===== src/rtl/uart_pkg.sv =====
// Shared register map, bit positions and FSM state types for the
// memory-mapped UART and its FIFOs.
package uart_pkg;

  localparam int ADDR_CTRL   = 0;
  localparam int ADDR_DATA   = 1;
  localparam int ADDR_STATUS = 2;
  localparam int ADDR_DIV    = 3;

  localparam int CTRL_TX_EN     = 0;
  localparam int CTRL_RX_EN     = 1;
  localparam int CTRL_IRQ_RX    = 2;
  localparam int CTRL_IRQ_TXE   = 3;
  localparam int CTRL_TX_FLUSH  = 4;
  localparam int CTRL_RX_FLUSH  = 5;

  localparam int ST_TX_EMPTY     = 0;
  localparam int ST_TX_FULL      = 1;
  localparam int ST_RX_EMPTY     = 2;
  localparam int ST_RX_FULL      = 3;
  localparam int ST_OVERRUN      = 4;
  localparam int ST_FRAME_ERR    = 5;
  localparam int ST_BUSY         = 6;
  localparam int ST_RX_COUNT_LSB = 8;
  localparam int ST_TX_COUNT_LSB = 16;

  localparam logic [15:0] MIN_DIV = 16'd4;

  typedef enum logic [1:0] {TX_IDLE, TX_START, TX_DATA, TX_STOP} tx_state_e;
  typedef enum logic [1:0] {RX_IDLE, RX_START, RX_DATA, RX_STOP} rx_state_e;

  // Divisors below MIN_DIV leave too few clocks to find the bit centre.
  function automatic logic [15:0] clamp_div(input logic [15:0] value);
    return (value < MIN_DIV) ? MIN_DIV : value;
  endfunction

endpackage


===== src/rtl/uart_sync_fifo.sv =====
// Synchronous FIFO with flush; a pop on empty is ignored, and a push on full
// is accepted only when a pop frees a slot in the same cycle.
module uart_sync_fifo
  import uart_pkg::*;
#(
  parameter int WIDTH = 8,
  parameter int DEPTH = 16
) (
  input  logic                   clk,
  input  logic                   rst_n,
  input  logic                   flush,
  input  logic                   push,
  input  logic [WIDTH-1:0]       push_data,
  input  logic                   pop,
  output logic [WIDTH-1:0]       head,
  output logic                   full,
  output logic                   empty,
  output logic [$clog2(DEPTH):0] count
);

  localparam int AW = $clog2(DEPTH);

  logic [WIDTH-1:0] mem_q [DEPTH];
  logic [AW-1:0]    wr_ptr_q, wr_ptr_d;
  logic [AW-1:0]    rd_ptr_q, rd_ptr_d;
  logic [AW:0]      count_q, count_d;
  logic             do_push, do_pop;

  assign full    = (count_q == (AW+1)'(DEPTH));
  assign empty   = (count_q == '0);
  assign do_pop  = pop & ~empty;
  assign do_push = push & (~full | do_pop);
  assign head    = mem_q[rd_ptr_q];
  assign count   = count_q;

  always_comb begin
    wr_ptr_d = wr_ptr_q;
    rd_ptr_d = rd_ptr_q;
    count_d  = count_q;
    if (flush) begin
      wr_ptr_d = '0;
      rd_ptr_d = '0;
      count_d  = '0;
    end else begin
      if (do_push) wr_ptr_d = wr_ptr_q + 1'b1;
      if (do_pop)  rd_ptr_d = rd_ptr_q + 1'b1;
      case ({do_push, do_pop})
        2'b10:   count_d = count_q + 1'b1;
        2'b01:   count_d = count_q - 1'b1;
        default: count_d = count_q;
      endcase
    end
  end

  always_ff @(posedge clk or negedge rst_n) begin
    if (!rst_n) begin
      wr_ptr_q <= '0;
      rd_ptr_q <= '0;
      count_q  <= '0;
    end else begin
      wr_ptr_q <= wr_ptr_d;
      rd_ptr_q <= rd_ptr_d;
      count_q  <= count_d;
    end
  end

  always_ff @(posedge clk) begin
    if (do_push && !flush) mem_q[wr_ptr_q] <= push_data;
  end

endmodule


===== src/rtl/uart_fifo_io.sv =====
// Memory-mapped 8N1 UART: CPU register file, TX/RX byte FIFOs, programmable
// baud divisor, sticky error flags and a registered level interrupt.
module uart_fifo_io
  import uart_pkg::*;
#(
  parameter int CLK_DIV    = 10416,
  parameter int FIFO_DEPTH = 16,
  parameter int ADDR_W     = 4
) (
  input  logic              clk,
  input  logic              rst_n,
  input  logic [ADDR_W-1:0] addr,
  input  logic [31:0]       data_in,
  output logic [31:0]       data_out,
  input  logic              write_enable,
  input  logic              read_enable,
  output logic              tx,
  input  logic              rx,
  output logic              busy,
  output logic              irq
);

  localparam int CW = $clog2(FIFO_DEPTH) + 1;

  logic sel_ctrl, sel_data, sel_status, sel_div;
  logic wr_ctrl, wr_data, wr_status, wr_div, rd_data;
  logic tx_flush, rx_flush;
  logic unused_data_in;

  logic [3:0]  ctrl_q, ctrl_d;
  logic [15:0] div_q, div_d;
  logic        overrun_q, overrun_d, frame_err_q, frame_err_d;
  logic [31:0] data_out_q, data_out_d, rd_value, status_word;
  logic        irq_q, irq_d;

  logic [7:0]  tx_head, rx_head;
  logic        tx_full, tx_empty, rx_full, rx_empty;
  logic [CW-1:0] tx_count, rx_count;
  logic        tx_pop, rx_push;

  tx_state_e   tx_state_q, tx_state_d;
  logic [15:0] tx_cnt_q, tx_cnt_d, tx_div_q, tx_div_d;
  logic [2:0]  tx_bit_q, tx_bit_d;
  logic [7:0]  tx_shift_q, tx_shift_d;
  logic        tx_q, tx_d, tx_last, tx_start_ok, tx_shifting;

  logic        rx_meta_q, rx_sync_q, rx_prev_q;
  rx_state_e   rx_state_q, rx_state_d;
  logic [15:0] rx_cnt_q, rx_cnt_d, rx_div_q, rx_div_d;
  logic [2:0]  rx_bit_q, rx_bit_d;
  logic [7:0]  rx_shift_q, rx_shift_d;
  logic        rx_last, rx_stop_sample, rx_set_overrun, rx_set_frame_err;

  assign sel_ctrl   = (addr == ADDR_W'(ADDR_CTRL));
  assign sel_data   = (addr == ADDR_W'(ADDR_DATA));
  assign sel_status = (addr == ADDR_W'(ADDR_STATUS));
  assign sel_div    = (addr == ADDR_W'(ADDR_DIV));
  assign wr_ctrl    = write_enable & sel_ctrl;
  assign wr_data    = write_enable & sel_data;
  assign wr_status  = write_enable & sel_status;
  assign wr_div     = write_enable & sel_div;
  assign rd_data    = read_enable & sel_data;
  assign tx_flush   = wr_ctrl & data_in[CTRL_TX_FLUSH];
  assign rx_flush   = wr_ctrl & data_in[CTRL_RX_FLUSH];
  assign unused_data_in = ^data_in[31:16];

  uart_sync_fifo #(.WIDTH(8), .DEPTH(FIFO_DEPTH)) u_tx_fifo (
    .clk(clk), .rst_n(rst_n), .flush(tx_flush),
    .push(wr_data), .push_data(data_in[7:0]), .pop(tx_pop),
    .head(tx_head), .full(tx_full), .empty(tx_empty), .count(tx_count)
  );

  uart_sync_fifo #(.WIDTH(8), .DEPTH(FIFO_DEPTH)) u_rx_fifo (
    .clk(clk), .rst_n(rst_n), .flush(rx_flush),
    .push(rx_push), .push_data(rx_shift_q), .pop(rd_data),
    .head(rx_head), .full(rx_full), .empty(rx_empty), .count(rx_count)
  );

  always_comb begin
    ctrl_d      = ctrl_q;
    div_d       = div_q;
    overrun_d   = overrun_q;
    frame_err_d = frame_err_q;
    if (wr_ctrl) ctrl_d = data_in[3:0];
    if (wr_div)  div_d  = clamp_div(data_in[15:0]);
    if (wr_status && data_in[ST_OVERRUN])   overrun_d   = 1'b0;
    if (wr_status && data_in[ST_FRAME_ERR]) frame_err_d = 1'b0;
    if (rx_set_overrun)   overrun_d   = 1'b1;
    if (rx_set_frame_err) frame_err_d = 1'b1;
  end

  always_comb begin
    status_word = '0;
    status_word[ST_TX_EMPTY]  = tx_empty;
    status_word[ST_TX_FULL]   = tx_full;
    status_word[ST_RX_EMPTY]  = rx_empty;
    status_word[ST_RX_FULL]   = rx_full;
    status_word[ST_OVERRUN]   = overrun_q;
    status_word[ST_FRAME_ERR] = frame_err_q;
    status_word[ST_BUSY]      = busy;
    status_word[ST_RX_COUNT_LSB +: 8] = 8'(rx_count);
    status_word[ST_TX_COUNT_LSB +: 8] = 8'(tx_count);
  end

  always_comb begin
    rd_value = '0;
    if (sel_ctrl)        rd_value = {28'b0, ctrl_q};
    else if (sel_data)   rd_value = rx_empty ? 32'b0 : {24'b0, rx_head};
    else if (sel_status) rd_value = status_word;
    else if (sel_div)    rd_value = {16'b0, div_q};
    data_out_d = read_enable ? rd_value : data_out_q;
    irq_d = (ctrl_q[CTRL_IRQ_RX] & ~rx_empty)
          | (ctrl_q[CTRL_IRQ_TXE] & tx_empty & ~tx_shifting)
          | overrun_q | frame_err_q;
  end

  always_ff @(posedge clk or negedge rst_n) begin
    if (!rst_n) begin
      ctrl_q      <= '0;
      div_q       <= 16'(CLK_DIV);
      overrun_q   <= 1'b0;
      frame_err_q <= 1'b0;
      data_out_q  <= '0;
      irq_q       <= 1'b0;
    end else begin
      ctrl_q      <= ctrl_d;
      div_q       <= div_d;
      overrun_q   <= overrun_d;
      frame_err_q <= frame_err_d;
      data_out_q  <= data_out_d;
      irq_q       <= irq_d;
    end
  end

  assign data_out    = data_out_q;
  assign irq         = irq_q;
  assign tx          = tx_q;
  assign tx_shifting = (tx_state_q != TX_IDLE);
  assign busy        = tx_shifting | ~tx_empty;

  // Divisor is latched per frame so a DIV write never disturbs a frame in flight.
  always_ff @(posedge clk or negedge rst_n) begin
    if (!rst_n) begin
      tx_state_q <= TX_IDLE;
      tx_cnt_q   <= '0;
      tx_div_q   <= 16'(CLK_DIV);
      tx_bit_q   <= '0;
      tx_shift_q <= '0;
      tx_q       <= 1'b1;
    end else begin
      tx_state_q <= tx_state_d;
      tx_cnt_q   <= tx_cnt_d;
      tx_div_q   <= tx_div_d;
      tx_bit_q   <= tx_bit_d;
      tx_shift_q <= tx_shift_d;
      tx_q       <= tx_d;
    end
  end

  assign tx_last     = (tx_cnt_q == tx_div_q - 1'b1);
  assign tx_start_ok = ctrl_q[CTRL_TX_EN] & ~tx_empty & ~tx_flush;

  always_comb begin
    tx_state_d = tx_state_q;
    tx_cnt_d   = tx_cnt_q + 1'b1;
    tx_div_d   = tx_div_q;
    tx_bit_d   = tx_bit_q;
    tx_shift_d = tx_shift_q;
    tx_pop     = 1'b0;
    case (tx_state_q)
      TX_IDLE: begin
        tx_cnt_d = '0;
        if (tx_start_ok) begin
          tx_pop     = 1'b1;
          tx_shift_d = tx_head;
          tx_div_d   = div_q;
          tx_state_d = TX_START;
        end
      end
      TX_START: if (tx_last) begin
        tx_cnt_d   = '0;
        tx_bit_d   = '0;
        tx_state_d = TX_DATA;
      end
      TX_DATA: if (tx_last) begin
        tx_cnt_d   = '0;
        tx_shift_d = {1'b0, tx_shift_q[7:1]};
        tx_bit_d   = tx_bit_q + 1'b1;
        if (tx_bit_q == 3'd7) tx_state_d = TX_STOP;
      end
      TX_STOP: if (tx_last) begin
        tx_cnt_d   = '0;
        tx_state_d = TX_IDLE;
        if (tx_start_ok) begin
          tx_pop     = 1'b1;
          tx_shift_d = tx_head;
          tx_div_d   = div_q;
          tx_state_d = TX_START;
        end
      end
      default: tx_state_d = TX_IDLE;
    endcase
  end

  always_comb begin
    tx_d = 1'b1;
    case (tx_state_d)
      TX_START: tx_d = 1'b0;
      TX_DATA:  tx_d = tx_shift_d[0];
      default:  tx_d = 1'b1;
    endcase
  end

  always_ff @(posedge clk or negedge rst_n) begin
    if (!rst_n) begin
      rx_meta_q  <= 1'b1;
      rx_sync_q  <= 1'b1;
      rx_prev_q  <= 1'b1;
      rx_state_q <= RX_IDLE;
      rx_cnt_q   <= '0;
      rx_div_q   <= 16'(CLK_DIV);
      rx_bit_q   <= '0;
      rx_shift_q <= '0;
    end else begin
      rx_meta_q  <= rx;
      rx_sync_q  <= rx_meta_q;
      rx_prev_q  <= rx_sync_q;
      rx_state_q <= rx_state_d;
      rx_cnt_q   <= rx_cnt_d;
      rx_div_q   <= rx_div_d;
      rx_bit_q   <= rx_bit_d;
      rx_shift_q <= rx_shift_d;
    end
  end

  assign rx_last = (rx_cnt_q == rx_div_q - 1'b1);

  // START samples half a bit in; every later sample is a full bit apart.
  always_comb begin
    rx_state_d = rx_state_q;
    rx_cnt_d   = rx_cnt_q + 1'b1;
    rx_div_d   = rx_div_q;
    rx_bit_d   = rx_bit_q;
    rx_shift_d = rx_shift_q;
    case (rx_state_q)
      RX_IDLE: begin
        rx_cnt_d = '0;
        if (ctrl_q[CTRL_RX_EN] && rx_prev_q && !rx_sync_q) begin
          rx_div_d   = div_q;
          rx_state_d = RX_START;
        end
      end
      RX_START: if (rx_cnt_q == (rx_div_q >> 1)) begin
        rx_cnt_d   = '0;
        rx_bit_d   = '0;
        rx_state_d = rx_sync_q ? RX_IDLE : RX_DATA;
      end
      RX_DATA: if (rx_last) begin
        rx_cnt_d   = '0;
        rx_shift_d = {rx_sync_q, rx_shift_q[7:1]};
        rx_bit_d   = rx_bit_q + 1'b1;
        if (rx_bit_q == 3'd7) rx_state_d = RX_STOP;
      end
      RX_STOP: if (rx_last) begin
        rx_cnt_d   = '0;
        rx_state_d = RX_IDLE;
      end
      default: rx_state_d = RX_IDLE;
    endcase
  end

  always_comb begin
    rx_stop_sample   = (rx_state_q == RX_STOP) & rx_last;
    rx_push          = rx_stop_sample & rx_sync_q & ~rx_full;
    rx_set_overrun   = rx_stop_sample & rx_sync_q & rx_full;
    rx_set_frame_err = rx_stop_sample & ~rx_sync_q;
  end

endmodule


===== config.mk =====
export PLATFORM = sky130hd
export DESIGN_NAME = uart_fifo_io
export DESIGN_NICKNAME = d
export VERILOG_FILES = /design/src/rtl/uart_pkg.sv /design/src/rtl/uart_sync_fifo.sv /design/src/rtl/uart_fifo_io.sv
export SDC_FILE = /design/constraint.sdc
export NUM_CORES = 1
export LEC_CHECK = 0
export ABC_CLOCK_PERIOD_IN_PS = 5900
export CAP_MARGIN = 20
export CORE_ASPECT_RATIO = 2
export CORE_MARGIN = 4
export CORE_UTILIZATION = 30
export DETAILED_ROUTE_END_ITERATION = 8
export PLACE_DENSITY = 0.46
export SYNTH_ARGS = -nofsm -noshare
export SYNTH_HDL_FRONTEND = slang
export SYNTH_SLANG_ARGS = --single-unit

===== constraint.sdc =====
create_clock -name clk -period 5.9 [get_ports clk]
set_clock_uncertainty 0.15 [all_clocks]
set_input_delay 0.59 -clock clk [delete_from_list [all_inputs] [get_ports clk]]
set_output_delay 0.59 -clock clk [all_outputs]
set_load 0.02 [all_outputs]

==> summary.md <==
| Metric | Value |
|---|---|
| Die X | 188.4 um |
| Total grt overflow | 0 |
| Clock transition at path regs | 0.07 ns |
| Largest family of logic cells by synthesized area | multiplexers |
| Port bufs | 48 |
| Core ar. | 64580 um^2 |
| Post-Synth Simple-Gate Area | 0.1058 |
| Largest delay contributor family on the critical path | simple AND/OR/NAND/NOR gates |
| Hold Crit Class | reg -> reg |
| Post-Synthesis Cells | 1422 |
| Worst reg-to-reg path cell count | 11 |
| Clk sink count | 420 |
| Initial antenna violation count | 0 |
| Largest net degree at the start of global routing | 92 |
| Routed via count | 11540 |
| Setup_tns | 0 ns |
| Worst slew pin tran | 1.000 ns |
| Ys async rst share | 0.3905 |
| Synthesized flop and latch total | 420 |
| PD cells | 386.9 nW/um^2 |
| Vias/cell | 4.871 |
| GPL Wtd Cong | 0.7889 |
| Final min period | 4.572 ns |
| Starting Density | 0.3023 |
| Mapped Area | 19520 um^2 |
| Worst VDD drop | 0.0002255 V |
| DRC errors left | 0 |
| Post-route clock period utilization | 0.7749 |
| Multiplexer share of the synthesized area | 0.1279 |
| Crit. End Element | flip-flop |
| Cell variety after synth | 88 |
| Commonest register cell after synthesis | edfxtp_1 |
| Critical Path RT | 5.93 ns |
| Area grow syn2layout | 14.46% |
| DR WL/cell | 21.36 um |
| Worst-Skew Late Latency | 0.57 ns |
| Root buffer cell | clkbuf_16 |
| Design area | 22340 um^2 |
| Io pins | 76 |
| First-pass detailed-route iteration total | 5 |
| Detailed router's first-iteration violation count | 590 |
| Fin util | 0.3460 |
| Avg Cell Area, Syn | 13.73 um^2 |
| Num rows | 132 |
| RSZ-0062 raised after global routing | no |
| CP startpoint kind | flip-flop |
| H-tree depth | 2 |
| Post-Synth XOR/XNOR Area | 0.04288 |
| Worst path slowest cell | nor4_2 |
| Global Route Usage Sum | 0.1458 |
| Post-Synth Adder-Cell Area | 0.02128 |
| Status | complete, no violations |
| Final Hold Fails | 0 |
| Crit path buf inv count | 1 |
| Synth Area in Compound Gates | 0.06391 |
| Layout Nets | 1539 |
| Total Wirelength | 50.59 mm |
| Fmax | 0.2187 GHz |
| Die H | 368.7 um |
| Critical path class | reg -> reg |
| Vias in the first global route | 12340 |
| Max-Cap Viols | 0 |
| Die ar. | 69460 um^2 |
| Slew HR | 0.3275 |
| Worst hold path depth | 0 |
| WP data arrival | 4.60 ns |
| Post-synth EDFFs | 256 |
| Worst path cell trace | inv_1 -> ha_1 -> or3b_1 -> nor4b_4 -> mux2i_1 -> a41oi_2 -> a22o_4 -> o31ai_4 -> a21oi_2 -> nand2b_4 -> nor4_2 |
| Leakage | 8.073 nW |
| Buffer count from post-CTS setup fixing | 0 |
| DP Wirelength | 36.87 mm |
| Total CTS buffers | 40 |
| CTS max path bufs | 3 |
| Global-route wire length before repair | 77.32 mm |
| Placed cell areas | 20960 um^2 |
| Sequential area share after synthesis | 0.6053 |
| Ratio of cells with drive above 1 in the final layout | 0.1857 |
| CTS Hold Bufs | 1 |
| Final setup vio count | 0 |
| Largest stage delay, worst path | 0.87 ns |
| Pins Over Slew Limit | 0 |
| Cts repair resizes | 0 |
| Antenna-violating nets left | 0 |
| Ys Warns | 0 |
| Worst Path Max Fanout | 17 |
| WP depth | 11 |
| CTS tree | yes |
[area by class of cell]
| cell class | instances | area, um^2 |
|---|---|---|
| Antenna cell | 1 | 2.502 |
| Clock buffer | 52 | 1096 |
| Clock inverter | 21 | 272.8 |
| Fill cell | 6260 | 42230 |
| Inverter | 62 | 232.7 |
| Multi-Input combinational cell | 865 | 7129 |
| Sequential cell | 420 | 11820 |
| Tap cell | 871 | 1090 |
| Timing Repair Buffer | 77 | 701.9 |
[final timing paths]
path	slack, ns	startpoint	to
worst max-delay path	1.33	tx_div_q[0]	u_tx_fifo.mem_q[15][4]
worst min-delay path	0.24	rx_meta_q	rx_sync_q
worst max register to register	1.33	tx_div_q[0]	u_tx_fifo.mem_q[15][4]
worst min register to register	0.24	rx_meta_q	rx_sync_q
max in group asynchronous	3.75	rst_n	u_tx_fifo.rd_ptr_q[0]
min in group asynchronous	0.50	rst_n	tx_cnt_q[13]
[per-layer routing]
layer	global-route usage	up-vias	routed length, um
li1	-	5358	-
met1	0.1582	5907	18890
met2	0.2828	203	28250
met3	0.01826	72	1356
met4	0.05905	0	2096
met5	0	-	0
[sequential cells by signal, summed over array words and instances, names as in the netlist, 3 cells and up, named ones only]
name / flops
div_q: 16
u_tx_fifo.count: 5
tx_div_q: 16
u_rx_fifo.rd_ptr_q: 4
tx_shift_q: 8
tx_cnt_q: 16
u_rx_fifo.wr_ptr_q: 4
rx_bit_q: 3
u_tx_fifo.rd_ptr_q: 4
rx_shift_q: 8
u_rx_fifo.count: 5
rx_div_q: 16
rx_cnt_q: 16
tx_bit_q: 3
u_tx_fifo.wr_ptr_q: 4
u_tx_fifo.mem_q: 128
ctrl_q: 4
data_out: 21
u_rx_fifo.mem_q: 128
[power by group]
part	internal (mW)	leakage, nW	switching [mW]
clock network	1.52	0.650	1.19
logic	0.921	2.99	1.13
registers	3.39	4.43	0.503
total	5.83	8.07	2.82
[cells by family (layout without fill, tap and decap cells)]
logic type	after synthesis	count (layout)
buffers and inverters	147	212
AO/OA/AOI/OAI	175	175
XOR/XNOR	93	93
multiplexers	169	169
flip-flops	420	420
AND/OR/NAND/NOR	385	385
other	1	12
adder cells (fa/ha/maj)	32	32
[layout by cell type (no fill, tap or decap), types with 6 or more instances in the layout]
cell type        netlist  final
nor4_1                25     21
nand3_1               39     39
o221ai_1              17     17
mux2i_1               50     50
nand2_1               96     96
or4_1                  7      7
dfrtp_1              145    143
a21oi_1               29     29
edfxtp_1             256    256
and2_1                 9      9
clkdlybuf4s50_1        0     47
clkbuf_16              0     40
ha_1                  30     30
nand4_1               16     16
nor2b_1                8      8
and3_1                16     16
mux4_2                58     58
dfstp_2               19     19
nor3_1                15     15
buf_4                 13     28
xnor2_1               41     41
a22o_1                 6      6
mux2_2                60     60
clkbuf_1              50      7
conb_1                 1     11
o22ai_1               19     19
o31ai_1                8      8
inv_1                 61     61
nand2b_1               9      9
xor2_1                50     50
a211oi_1               9      9
nor4_2                 6     10
o21ai_0               36     36
nor2_1                98     98
[stage by stage]
step           hold slack (ns)  std cells  setup WS [ns]  power (mW)
5_1_grt                 0.2371       2368          1.002       9.110
3_3_place_gp            0.2211       2294          1.355       6.012
2_1_floorplan           0.1444       1432          1.601       5.343
3_5_place_dp            0.2187       2294          1.240       6.041
4_1_cts                 0.2428       2368          1.242       8.801
6_report                0.2388       2369          1.328       8.645
[cell usage after synthesis (all sizes together), types with 20 or more instances]
cell type	number	area (um^2)
edfxtp	256	7687
dfrtp	145	3628
nor2	100	385.4
nand2	96	360.4
inv	61	229.0
mux2	61	690.7
mux4	58	1306
clkbuf	51	192.7
mux2i	50	500.5
xor2	50	437.9
xnor2	42	375.4
nand3	41	215.2
o21ai	37	185.2
buf	34	212.7
a21oi	32	171.4
nor4	31	231.5
ha	30	375.4
nor3	20	131.4
No activity file was read; power rests on OpenSTA's default activity.
